`config.mk`:
```
export PLATFORM = sky130hd
export DESIGN_NAME = serial_frame_rx_flat
export DESIGN_NICKNAME = d
export VERILOG_FILES = /design/src/rtl/serial_frame_rx_if.sv /design/src/rtl/serial_frame_rx.sv /design/src/flat_wrapper.sv
export SDC_FILE = /design/constraint.sdc
export NUM_CORES = 1
export LEC_CHECK = 0
export BUFFER_PORTS_ARGS = -buffer_cell sky130_fd_sc_hd__clkbuf_2
export CAP_MARGIN = 0
export CORE_MARGIN = 5
export CORE_UTILIZATION = 50
export DETAILED_ROUTE_END_ITERATION = 8
export PLACE_DENSITY = 0.78
export SYNTH_ARGS = -nofsm -noshare
export SYNTH_HDL_FRONTEND = slang
export SYNTH_SLANG_ARGS = --single-unit
export TNS_END_PERCENT = 5
```
`constraint.sdc`:
```
create_clock -name clk -period 1.96 [get_ports clk]
set_input_delay 0.098 -clock clk [delete_from_list [all_inputs] [get_ports clk]]
set_output_delay 0.098 -clock clk [all_outputs]
set_load 0.005 [all_outputs]
```
`src/rtl/serial_frame_rx_if.sv`:
```
// Receive-side bundle for serial_frame_rx: the serial line in, and the parallel
// valid/ready word plus the error and overrun pulses out.
interface serial_frame_rx_if #(
  parameter int unsigned DATA_W = 8
);
  logic              din;
  logic [DATA_W-1:0] dout;
  logic              dout_valid;
  logic              dout_ready;
  logic              parity_err;
  logic              frame_err;
  logic              overrun;

  // slave: the receiver itself; master: line driver plus word consumer.
  modport slave (
    input  din, dout_ready,
    output dout, dout_valid, parity_err, frame_err, overrun
  );

  modport master (
    output din, dout_ready,
    input  dout, dout_valid, parity_err, frame_err, overrun
  );
endinterface

```
`src/rtl/serial_frame_rx.sv`:
```
// One-bit-per-clock framed receiver (start, LSB-first data, optional even parity,
// stop) feeding a single-entry valid/ready output buffer.
module serial_frame_rx #(
  parameter int unsigned DATA_W    = 8,
  parameter int unsigned PARITY_EN = 1
) (
  input logic              clk,
  input logic              rst_n,
  serial_frame_rx_if.slave bus
);

  localparam int unsigned CNT_W = (DATA_W > 1) ? $clog2(DATA_W) : 1;

  typedef enum logic [2:0] {
    S_IDLE,
    S_DATA,
    S_PARITY,
    S_STOP,
    S_WAIT_HIGH
  } state_e;

  state_e              state_q, state_d;
  logic [CNT_W-1:0]    cnt_q, cnt_d;
  logic [DATA_W-1:0]   shift_q, shift_d;
  logic                par_q, par_d;
  logic [DATA_W-1:0]   dout_q, dout_d;
  logic                dout_valid_q, dout_valid_d;
  logic                parity_err_q, parity_err_d;
  logic                frame_err_q, frame_err_d;
  logic                overrun_q, overrun_d;
  logic                parity_ok;

  assign parity_ok = (PARITY_EN == 0) || ((^shift_q) == par_q);

  // NOTE: state uses non-blocking assignments so every flop samples the
  // pre-edge value of every other flop, independent of statement order.
  // NOTE: the shift register is a handful of flops, not a memory array, so it
  // is cleared on reset along with the rest of the datapath.
  always_ff @(posedge clk) begin
    if (!rst_n) begin
      state_q      <= S_IDLE;
      cnt_q        <= '0;
      shift_q      <= '0;
      par_q        <= 1'b0;
      dout_q       <= '0;
      dout_valid_q <= 1'b0;
      parity_err_q <= 1'b0;
      frame_err_q  <= 1'b0;
      overrun_q    <= 1'b0;
    end else begin
      state_q      <= state_d;
      cnt_q        <= cnt_d;
      shift_q      <= shift_d;
      par_q        <= par_d;
      dout_q       <= dout_d;
      dout_valid_q <= dout_valid_d;
      parity_err_q <= parity_err_d;
      frame_err_q  <= frame_err_d;
      overrun_q    <= overrun_d;
    end
  end

  // NOTE: every signal written here gets a default first, so no path through
  // the case statement can leave one unassigned and infer a latch.
  always_comb begin
    state_d      = state_q;
    cnt_d        = cnt_q;
    shift_d      = shift_q;
    par_d        = par_q;
    dout_d       = dout_q;
    dout_valid_d = dout_valid_q;
    parity_err_d = 1'b0;
    frame_err_d  = 1'b0;
    overrun_d    = 1'b0;

    if (dout_valid_q && bus.dout_ready) begin
      dout_valid_d = 1'b0;
    end

    unique case (state_q)
      S_IDLE: begin
        if (!bus.din) begin
          state_d = S_DATA;
          cnt_d   = '0;
        end
      end
      S_DATA: begin
        shift_d[cnt_q] = bus.din;
        if (cnt_q == CNT_W'(DATA_W - 1)) begin
          state_d = (PARITY_EN != 0) ? S_PARITY : S_STOP;
        end else begin
          cnt_d = cnt_q + CNT_W'(1);
        end
      end
      S_PARITY: begin
        par_d   = bus.din;
        state_d = S_STOP;
      end
      S_STOP: begin
        if (bus.din) begin
          state_d = S_IDLE;
          if (!parity_ok) begin
            parity_err_d = 1'b1;
          end else if (!dout_valid_q || bus.dout_ready) begin
            // Empty buffer, or the old word leaves on this same edge.
            dout_d       = shift_q;
            dout_valid_d = 1'b1;
          end else begin
            overrun_d = 1'b1;
          end
        end else begin
          frame_err_d = 1'b1;
          state_d     = S_WAIT_HIGH;
        end
      end
      S_WAIT_HIGH: begin
        if (bus.din) begin
          state_d = S_IDLE;
        end
      end
      default: state_d = S_IDLE;
    endcase
  end

  assign bus.dout       = dout_q;
  assign bus.dout_valid = dout_valid_q;
  assign bus.parity_err = parity_err_q;
  assign bus.frame_err  = frame_err_q;
  assign bus.overrun    = overrun_q;

endmodule

```
`src/flat_wrapper.sv`:
```
// flat-port wrapper written by rule: the top's interface ports become plain ports
module serial_frame_rx_flat 
#(
  parameter int unsigned DATA_W    = 8,
  parameter int unsigned PARITY_EN = 1
)
  (clk, rst_n, bus_din, bus_dout_ready, bus_dout, bus_dout_valid, bus_parity_err, bus_frame_err, bus_overrun);
  serial_frame_rx_if #(.DATA_W(DATA_W)) bus_i ();
  input logic clk;
  input logic rst_n;
  input wire logic [$bits(bus_i.din)-1:0] bus_din;
  input wire logic [$bits(bus_i.dout_ready)-1:0] bus_dout_ready;
  output wire logic [$bits(bus_i.dout)-1:0] bus_dout;
  output wire logic [$bits(bus_i.dout_valid)-1:0] bus_dout_valid;
  output wire logic [$bits(bus_i.parity_err)-1:0] bus_parity_err;
  output wire logic [$bits(bus_i.frame_err)-1:0] bus_frame_err;
  output wire logic [$bits(bus_i.overrun)-1:0] bus_overrun;
  assign bus_i.din = bus_din;
  assign bus_i.dout_ready = bus_dout_ready;
  assign bus_dout = bus_i.dout;
  assign bus_dout_valid = bus_i.dout_valid;
  assign bus_parity_err = bus_i.parity_err;
  assign bus_frame_err = bus_i.frame_err;
  assign bus_overrun = bus_i.overrun;
  serial_frame_rx #(.DATA_W(DATA_W), .PARITY_EN(PARITY_EN)) u_core (.clk(clk), .rst_n(rst_n), .bus(bus_i));
endmodule
```
### Word-level counts from Yosys, hierarchy flattened

Index checks and enable logic that the tools add are counted.

| cells by class | value |
|---|---|
| add/subtract/negate cells | 1 |
| muxes and demuxes | 19 |
| reduce and logical (&&, ||, !) cells | 13 |
| $lt $le $gt $ge | 2 |
| eq/ne operators | 10 |

Operator list:

| cell | count |
|---|---|
| 2-to-1 mux 3 bit | 6 |
| one-hot mux 3 bit (5 select lines) | 1 |
| 2-to-1 mux 1 bit | 9 |
| AND reduction 3 bit | 3 |
| bitwise mux 8 bit | 1 |
| AND reduction 4 bit | 2 |
| XOR reduction 8 bit | 1 |
| equality test 3 x 2 -> 1 bit, second input constant | 2 |
| equality test 3 bit, second input constant | 2 |
| != test 2 bit, second input constant | 3 |
| one-hot mux 3 bit (2 select lines) | 1 |
| < comparator 3 x 4 -> 1 bit, second input constant | 1 |
| adder 3 x 1 -> 3 bit, second input constant | 1 |
| demux 1 bit (select 3 bit) | 1 |
| equality test 3 x 1 -> 1 bit, second input constant | 1 |
| >= comparator 3 x 1 -> 1 bit, second input constant | 1 |
| logical NOT 3 bit | 1 |
| logical AND 1 bit | 2 |
| != test 2 x 1 -> 1 bit, second input constant | 1 |
| AND reduction 2 bit | 1 |
| nonzero test 2 bit | 1 |
| equality test 1 bit | 1 |
| logical NOT 1 bit | 1 |
| logical OR 1 bit | 1 |

| word-level totals | value |
|---|---|
| register bits | 27 |
| output and inout bits | 12 |
| logic and storage cells | 54 |
| bits of input ports | 4 |

### Longest topological paths before layout

Gate-level depths: netlist (run 1).

| logic depth | value |
|---|---|
| word-level depth | 6 |
| mapped depth | 6 |
| depth with buffers taken out | 6 |

### Worst setup path before layout (run 1)

No wires, ideal clock.

| timing path | value |
|---|---|
| path type | flip-flop to flip-flop |
| start | register u_core.shift_q[2] |
| end | register u_core.dout_q[0] (netlist: u_core.bus.dout[0]) |
| clock period less this slack | 1573 ps |
| cell stages (with the launch flop) | 5 |
| setup slack | 387 ps |
| data required time | 1888 ps |
| setup time | 72 ps |
| path buffers | 0 |
| arrival time | 1501 ps |
| cell sequence | dfxtp_1 > xor2_1 > xnor3_2 > mux2i_4 > mux2i_1 |

| on the way | value |
|---|---|
| cells in the longest elaborated chain, start to end | 3 |

Ends and longest elaborated chain:

| element | RTL line | RTL |
|---|---|---|
| start, declared | serial_frame_rx.sv:24 | `logic [DATA_W-1:0] shift_q, shift_d;` |
| start signal, assigned | serial_frame_rx.sv:53 | `shift_q <= shift_d;` |
| XOR reduction 8 bit | serial_frame_rx.sv:33 | `assign parity_ok = (PARITY_EN == 0) \|\| ((^shift_q) == par_q);` |
| equality test 1 bit | serial_frame_rx.sv:33 |  |
| AND reduction 4 bit (no source line) | - |  |
| end signal, assigned | serial_frame_rx.sv:55 | `dout_q <= dout_d;` |
| end, declared | serial_frame_rx.sv:26 | `logic [DATA_W-1:0] dout_q, dout_d;` |

Every way passes these cells.
A chain may end at the register's enable or synchronous reset.

### Final worst setup path (run 1)

| timing path | value |
|---|---|
| start | register u_core.shift_q[2] |
| end | register u_core.dout_q[4] (netlist: u_core.bus.dout[4]) |

The elaborated chain is that of the path after synthesis.

==> results of run 1 <==
-- how the worst min path moves through the flow --
stage	startpoint	endpoint	depth (start not counted)
global placement	bus_dout_ready	u_core.bus.overrun	3
CTS	bus_dout_ready	u_core.bus.overrun	3
finish	bus_dout_ready	u_core.bus.overrun	3
detailed placement	u_core.bus.dout[2]	u_core.bus.dout[2]	2
floorplan	bus_din	u_core.shift_q[5]	2
global route	bus_dout_ready	u_core.bus.overrun	3
-- logic make-up after synthesis --
| family | Yosys count |
|---|---|
| and+or+nand+nor | 72 |
| muxes | 12 |
| xor gates and xnor gates | 6 |
| adders and majority gates | 2 |
| DFF | 27 |
| buffers and inverters | 9 |
| AOI/OAI and AO/OA | 15 |
-- area by class of cell --
class | count | area [um^2] | share of cell area
multi-input combinational | 107 | 669 | 0.484
clock buffer | 3 | 22.5 | 0.0163
inverter | 2 | 7.51 | 0.00543
tap | 30 | 37.5 | 0.0271
timing repair buffer | 18 | 97.6 | 0.0706
clock inverter | 1 | 7.51 | 0.00543
sequential | 27 | 541 | 0.391
-- power by group --
part / internal [uW] / total [uW] / switching [uW] / leakage, uW
Combinational: 24.5 / 62.4 / 37.9 / 0.000301
Sequential: 555 / 561 / 5.77 / 0.000218
Clock: 78.3 / 249 / 171 / 0.0000139
-- cell usage after synthesis, types with 3 or more instances --
cell | n | area share
nand2b_1 | 4 | 0.020
nor3_1 | 3 | 0.012
nand2_1 | 33 | 0.10
nor2_1 | 7 | 0.021
dfxtp_1 | 27 | 0.43
nor2b_1 | 4 | 0.020
clkbuf_1 | 7 | 0.021
mux2i_1 | 11 | 0.089
nand3_1 | 10 | 0.040
a21oi_1 | 10 | 0.040
-- flip-flops by register name, indices dropped and copies added, names as in the netlist --
signal and count:
u_core.bus.dout 8, u_core.bus.dout_valid 1, u_core.bus.frame_err 1, u_core.bus.overrun 1, u_core.bus.parity_err 1, u_core.cnt_q 3, u_core.par_q 1, u_core.shift_q 8
u_core.state_q 3
-- critical path: stages (launching register included) --
cell and delay, ps:
dfxtp_1 400, xor2_1 170, xnor3_2 490, mux2i_4 410, mux2i_1 250
-- layer usage --
metal | wire length, um | vias up | part of all wire | GRT usage
li1 | - | 514 | - | -
met1 | 1120 | 461 | 0.48 | 0.184
met2 | 1100 | 14 | 0.47 | 0.244
met3 | 80 | 4 | 0.034 | 0.0324
met4 | 31 | 0 | 0.013 | 0.0665
met5 | 0 | - | 0 | 0
-- stage by stage --
step | std cells | hold slack (ps)
final | 188 | 85.4
after detailed placement | 184 | 453
after CTS | 188 | 79.9
after global routing | 188 | 73.3
after global placement | 184 | 438
after floorplan | 143 | 245
==> flow_summary.json, run 1 <==
{
  "fin_area_um2": 1380,
  "worst_pin_slew_ps": 437,
  "yosysUniqueCellTypes": 29,
  "postSynthCellCount": 143,
  "total_power_uw": 872,
  "syn-num-nets": 149,
  "htree_levels": 1,
  "endpoint_kind": "flop",
  "dpl.hpwl_um": 1710,
  "mostFrequentLayoutCell": "nand2_1",
  "clk_pin_slew_ps": 160,
  "post_cts_resized": 0,
  "fin_nets": 165,
  "num_vias": 993,
  "synth-edff-count": 0,
  "pin_count": 16,
  "cts.sinks": 27,
  "first_pass_iters": 4,
  "synth_compound_area_frac": 0.0654,
  "finalSetupTns_ps": 0,
  "hold_viol": 0,
  "drt-initial-drc-count": 36,
  "clock-root-buffer": "clkbuf_4",
  "startpoint_type": "flop",
  "avgSynthCellArea_um2": 8.70,
  "r2r-start": "u_core.shift_q[2]",
  "dp_slack_ps": 190,
  "peakVddDrop_uv": 390,
  "antenna_violating_nets_post_route": 0,
  "grt-ovfl-total": 0,
  "crit_start": "u_core.shift_q[2]",
  "antenna_found_initial": 0,
  "synthXorXnorAreaFrac": 0.0654,
  "final_cell_mix": "nand2_1, dfxtp_1, clkbuf_2",
  "rsz0062_at_grt": "no",
  "power-per-cell-area_nw_per_um2": 631,
  "fp.dieW_um": 59.9,
  "area_delta_synth_final_pct": 11.2,
  "crit_arrival_ps": 2050,
  "synthSimpleGateAreaFrac": 0.281,
  "synthesis.area_um2": 1240,
  "initial_core_util": 0.511,
  "crit_fanout": 8,
  "r2r_slack_ps": 170,
  "cp.required_ps": 2220,
  "fin_skew_ps": 16.1,
  "grt_start_max_net_pins": 19,
  "async_flop_share": 0,
  "fin_crit_sh": 0.912,
  "clkLatencyLatePin_ps": 340,
  "r2r-end": "u_core.bus.dout[4]",
  "rows": 18,
  "coreArea_um2": 2430,
  "grt_pass1_vias": 952,
  "viasPerCell": 5.28,
  "crit_type": "flop to flop",
  "synth-seq-cells": 27,
  "hold_class": "primary input to flop",
  "cts_hold_buf": 0,
  "clk_path_buf_depth": 2,
  "drt-total-wl_um": 2330,
  "num-fill-cells": 226,
  "outcome": "complete, no violations",
  "n_antenna_cell": 0,
  "placed_area_um2": 1350,
  "cts_setup_buffers": 0,
  "cts_tree": "yes",
  "worstRegToRegCells": 4,
  "final_util": 0.568,
  "cts_inserted_buffers": 3,
  "drv_cap": 0,
  "setup_viol": 0,
  "drc": 0,
  "cp-endpoint": "u_core.bus.dout[4]",
  "avgRoutedWirePerCell_um": 12.4,
  "timing.fmax_mhz": 560,
  "fin_ws_ps": 173,
  "drv_slew": 0,
  "portBuffers": 15,
  "min_period_ps": 1790,
  "synth_top_family_by_area": "simple AND/OR/NAND/NOR gates",
  "synth.area.mux_share": 0.107,
  "synth_fa_ha_area_frac": 0.0201,
  "ys.flop_type": "dfxtp_1",
  "grt_pass1_wl_um": 4030,
  "drive_gt1_frac": 0.152,
  "leakage_uw": 0.000533,
  "track_usage": 0.148,
  "chipHeight_um": 59.9,
  "max_slew_margin": 0.703,
  "ys_warn_count": 0,
  "ys_seq_area_frac": 0.435,
  "dieArea_um2": 3590,
  "gp_congestion": 0.815
}
No activity file was read; power rests on OpenSTA's default activity.
==> run 2: changes to the inputs <==
--- a/config.mk
+++ b/config.mk
@@ -11,6 +11,7 @@
 export CORE_UTILIZATION = 50
 export DETAILED_ROUTE_END_ITERATION = 8
 export PLACE_DENSITY = 0.78
+export REMOVE_ABC_BUFFERS = 1
 export SYNTH_ARGS = -nofsm -noshare
 export SYNTH_HDL_FRONTEND = slang
 export SYNTH_SLANG_ARGS = --single-unit
==> run 2 against run 1 <==
Clock power is 5% lower. Global-route usage rose by 0.54 points. Via count up 1.5%. Sequential power about the same. Maximum frequency grew 0.44%. Worst hold slack gained 23 ps. Critical path depth is the same. Count of clock-buffer cells in the layout is the same. Sequential cell count stayed put. Sequential share of layout area rose by 0.071 points. First-iteration DRC count grew 14%. Final area is 0.18% lower. Critical endpoint is now u_core.bus.dout[3]. Largest power group unchanged.
==> flow_summary.json, run 2 (synthesized netlist as in run 1, its figures left out) <==
{
  "power-per-cell-area_nw_per_um2": 624,
  "fp.dieW_um": 59.9,
  "hold_class": "primary input to flop",
  "fin_skew_ps": 4.68,
  "area_delta_synth_final_pct": 11.0,
  "grt_pass1_vias": 960,
  "final_cell_mix": "nand2_1, dfxtp_1, clkbuf_2",
  "pin_count": 16,
  "cp_slowest_cell": "xnor3_2",
  "htree_levels": 1,
  "hold_viol": 0,
  "crit_type": "flop to flop",
  "cts_inserted_buffers": 3,
  "portBuffers": 15,
  "mostFrequentLayoutCell": "nand2_1",
  "startpoint_type": "flop",
  "chipHeight_um": 59.9,
  "multi_input_area_um2": 669,
  "met1_usage": 0.201,
  "busiest_layer": "met2",
  "hold_path_depth": 3,
  "leakage_uw": 0.000537,
  "r2r_slack_ps": 180,
  "grt-ovfl-total": 0,
  "drv_cap": 0,
  "use_met3": 0.0281,
  "cp.required_ps": 2220,
  "rows": 18,
  "max_slew_margin": 0.716,
  "fin_area_um2": 1380,
  "antenna_found_initial": 0,
  "fin_nets": 165,
  "critPathBufInv": 0,
  "viasPerCell": 5.36,
  "crit_fanout": 8,
  "dpl.hpwl_um": 1700,
  "clkLatencyLatePin_ps": 320,
  "r2r-start": "u_core.shift_q[1]",
  "endpoint_kind": "flop",
  "outcome": "complete, no violations",
  "peakVddDrop_uv": 330,
  "placed_cells": 184,
  "post_cts_resized": 0,
  "clk_pin_slew_ps": 140,
  "num_vias": 1008,
  "placed_area_um2": 1350,
  "grt_use_met2": 0.245,
  "cpPeakStageDelay_ps": 490,
  "worst_hold_startpoint": "bus_dout_ready",
  "total_power_uw": 861,
  "clock-root-buffer": "clkbuf_4",
  "fin_crit_sh": 0.908,
  "setup_viol": 0,
  "cts_tree": "yes",
  "seq_area_um2": 541,
  "antenna_violating_nets_post_route": 0,
  "worstRegToRegCells": 4,
  "drc": 0,
  "crit_chain": "xor2_1 > xnor3_2 > mux2i_4 > mux2i_1",
  "dieArea_um2": 3590,
  "gp_congestion": 0.782,
  "cp_num_cells": 4,
  "drt-initial-drc-count": 41,
  "crit_arrival_ps": 2040,
  "clk_path_buf_depth": 2,
  "rsz0062_at_grt": "no",
  "avgRoutedWirePerCell_um": 12.5,
  "finalSetupTns_ps": 0,
  "min_period_ps": 1780,
  "r2r-end": "u_core.bus.dout[3]",
  "initial_core_util": 0.511,
  "timing.fmax_mhz": 562,
  "n_antenna_cell": 0,
  "drive_gt1_frac": 0.152,
  "worst_pin_slew_ps": 417,
  "cts_setup_buffers": 0,
  "grt_start_max_net_pins": 19,
  "coreArea_um2": 2430,
  "cts_hold_buf": 0,
  "layoutNonFillerInstCount": 188,
  "cts.sinks": 27,
  "drv_slew": 0,
  "holdPathEnd": "u_core.bus.overrun",
  "first_pass_iters": 4,
  "path_delay_family": "XOR/XNOR gates",
  "num-fill-cells": 232,
  "drt-total-wl_um": 2340,
  "grt_pass1_wl_um": 4170,
  "track_usage": 0.154
}
run 2: changes by cell type in the layout (fill, tap and decap cells not counted), sizes merged:
cell      previous run  this run
clkinv               0         1
clkinvlp             1         0
run 2: per-stage QoR:
step / setup slack (ps) / utilization / hold WS [ps]
after floorplan: 292 / - / 176
after global placement: 274 / 0.556 / 443
after detailed placement: 213 / 0.556 / 450
after CTS: 186 / 0.567 / 96.9
after global routing: 71.0 / 0.567 / 97.7
final: 181 / 0.567 / 108
run 2: worst reg2reg max path, cell delays in order, from the launching register on:
cell and delay [ps]:
dfxtp_1 430, xor2_1 170, xnor3_2 490, mux2i_4 400
mux2i_1 240
run 2: power by group:
group | switching [uW] | internal [uW] | total, uW
clock | 160 | 76.4 | 236
combinational | 38.0 | 24.6 | 62.5
sequential | 6.79 | 555 | 562
run 2: layout make-up:
type	instances	area share
Clock buffer	3	0.0163
Clock inverter	1	0.00363
Inverter	2	0.00544
Multi-Input combinational cell	107	0.485
Sequential cell	27	0.392
Tap cell	30	0.0272
Timing Repair Buffer	18	0.0707
run 2: how the worst max path moves through the flow:
| stage | startpoint | to | slack (ps) |
|---|---|---|---|
| after floorplan | u_core.state_q[0] | u_core.shift_q[6] | 290 |
| after global placement | u_core.shift_q[1] | u_core.bus.dout[7] | 270 |
| after detailed placement | u_core.shift_q[1] | u_core.bus.dout[4] | 210 |
| after CTS | u_core.shift_q[1] | u_core.bus.dout[3] | 190 |
| after global routing | u_core.shift_q[1] | u_core.bus.dout[2] | 70 |
| final | u_core.shift_q[1] | u_core.bus.dout[3] | 180 |
run 2: per-layer routing:
layer / routed length [um] / share of wire
met5: 0 / 0
met4: 21 / 0.0090
met3: 46 / 0.020
met2: 1170 / 0.50
met1: 1100 / 0.47
==> run 3: changes to the inputs <==
--- a/config.mk
+++ b/config.mk
@@ -9,8 +9,9 @@
 export CAP_MARGIN = 0
 export CORE_MARGIN = 5
 export CORE_UTILIZATION = 50
+export CTS_CLUSTER_SIZE = 25
 export DETAILED_ROUTE_END_ITERATION = 8
-export PLACE_DENSITY = 0.78
+export PLACE_DENSITY = 0.68
 export REMOVE_ABC_BUFFERS = 1
 export SYNTH_ARGS = -nofsm -noshare
 export SYNTH_HDL_FRONTEND = slang
==> run 3 against run 2 <==
Count of clock-buffer cells in the layout rose by 1. Worst hold slack improved by 5.0 ps. Via count fell by 2.2%. First-iteration DRC count fell by 22%. Global-route usage fell by 1.3 points. Register-to-register slack improved by 60 ps. Clock skew rose by 6.5 ps. Clock power fell by 2%. Cell count did not move. Critical endpoint is now u_core.bus.dout[6]. Largest power group unchanged.
==> flow_summary.json, run 3 (synthesized netlist as in run 1, its figures left out) <==
{
  "peakVddDrop_uv": 418,
  "final_util": 0.567,
  "cp-endpoint": "u_core.bus.dout[6]",
  "grt-ovfl-total": 0,
  "grt_pass1_wl_um": 3890,
  "power-per-cell-area_nw_per_um2": 619,
  "fp.dieW_um": 59.9,
  "p_comb_frac": 0.069,
  "outcome": "complete, no violations",
  "dieArea_um2": 3590,
  "grt_pass1_vias": 890,
  "cts_tree": "yes",
  "worst_pin_slew_ps": 453,
  "cts_setup_buffers": 0,
  "crit_type": "flop to flop",
  "track_usage": 0.141,
  "first_pass_iters": 4,
  "clock-root-buffer": "clkbuf_4",
  "hold_class": "primary input to flop",
  "min_period_ps": 1720,
  "fin_nets": 165,
  "num-fill-cells": 235,
  "clk_path_buf_depth": 2,
  "leakage_uw": 0.000534,
  "rsz0062_at_grt": "no",
  "cts_hold_buf": 0,
  "fin_skew_ps": 11.2,
  "crit_start": "u_core.shift_q[2]",
  "drive_gt1_frac": 0.146,
  "post_cts_resized": 0,
  "hold_viol": 0,
  "initial_core_util": 0.511,
  "p_switching_uw": 196,
  "grt_start_max_net_pins": 19,
  "drt-total-wl_um": 2190,
  "portBuffers": 15,
  "viasPerCell": 5.24,
  "r2r-start": "u_core.shift_q[2]",
  "gp_congestion": 0.807,
  "avgRoutedWirePerCell_um": 11.7,
  "area_delta_synth_final_pct": 10.9,
  "crit_fanout": 8,
  "cts.sinks": 27,
  "timing.fmax_mhz": 583,
  "pin_count": 16,
  "antenna_violating_nets_post_route": 0,
  "finalSetupTns_ps": 0,
  "crit_arrival_ps": 1970,
  "n_antenna_cell": 0,
  "max_slew_margin": 0.698,
  "mostFrequentLayoutCell": "nand2_1",
  "startpoint_type": "flop",
  "final_cell_mix": "nand2_1, dfxtp_1, clkbuf_2",
  "worst_hold_startpoint": "bus_dout_ready",
  "htree_levels": 1,
  "cts_inserted_buffers": 3,
  "internal-power_uw": 658,
  "antenna_found_initial": 0,
  "dpl.hpwl_um": 1670,
  "drt-initial-drc-count": 32,
  "drv_cap": 0,
  "rows": 18,
  "endpoint_kind": "flop",
  "fin_crit_sh": 0.876,
  "seq_power_share": 0.659,
  "clk_pin_slew_ps": 140,
  "r2r_slack_ps": 240,
  "r2r-end": "u_core.bus.dout[6]",
  "drv_slew": 0,
  "setup_viol": 0,
  "num_vias": 986,
  "chipHeight_um": 59.9,
  "clkLatencyLatePin_ps": 310,
  "cp.required_ps": 2220,
  "clkPwrFrac": 0.271,
  "coreArea_um2": 2430,
  "drc": 0,
  "switching_share": 0.229,
  "worstRegToRegCells": 4
}
## run 3: cell types whose count changed in the layout (fill, tap and decap cells not counted), sizes merged
| cell | before | now |
|---|---|---|
| clkbuf | 18 | 19 |
| clkinv | 1 | 0 |
## run 3: through the flow
step	setup WS, ps	cells	power [uW]	instance area [um^2]	hold WS, ps
floorplan	292	136	609	1220	176
global placement	295	184	633	1350	442
CTS	202	188	862	1380	115
detailed placement	235	184	635	1350	447
global route	87.1	188	892	1380	128
finish	244	188	854	1380	113
## run 3: metal layers
layer,track usage,routed length (um),share of wire
met1,0.178,1050,0.48
met2,0.242,1030,0.47
met3,0.0259,103,0.047
met4,0.0380,15,0.0068
met5,0,0,0
## run 3: power groups by stage
| stage | clock (uW) | combinational (uW) | sequential (uW) |
|---|---|---|---|
| floorplan | 0 | 34.7 | 574 |
| global placement | 0 | 58.1 | 575 |
| detailed placement | 0 | 59.4 | 575 |
| CTS | 239 | 59.5 | 563 |
| global route | 259 | 67.6 | 565 |
| finish | 232 | 59.0 | 563 |
## run 3: worst min path at each step
stage / slack [ps] / endpoint / cells after the start
finish: 110 / u_core.bus.overrun / 3
global route: 130 / u_core.bus.overrun / 3
CTS: 120 / u_core.bus.overrun / 3
detailed placement: 450 / u_core.bus.dout[5] / 2
global placement: 440 / u_core.bus.dout[5] / 2
floorplan: 180 / u_core.bus.frame_err / 1
## run 3: worst max-delay path: stages (launching register included)
cell	delay (ps)
dfxtp_1	390
xor2_1	160
xnor3_2	480
mux2i_4	400
mux2i_1	230
## run 3: layout make-up
class	count	area, um^2	area share
multi-input combinational	107	669	0.485
sequential	27	541	0.392
timing repair buffer	18	97.6	0.0708
tap	30	37.5	0.0272
clock buffer	4	26.3	0.0191
inverter	2	7.51	0.00544
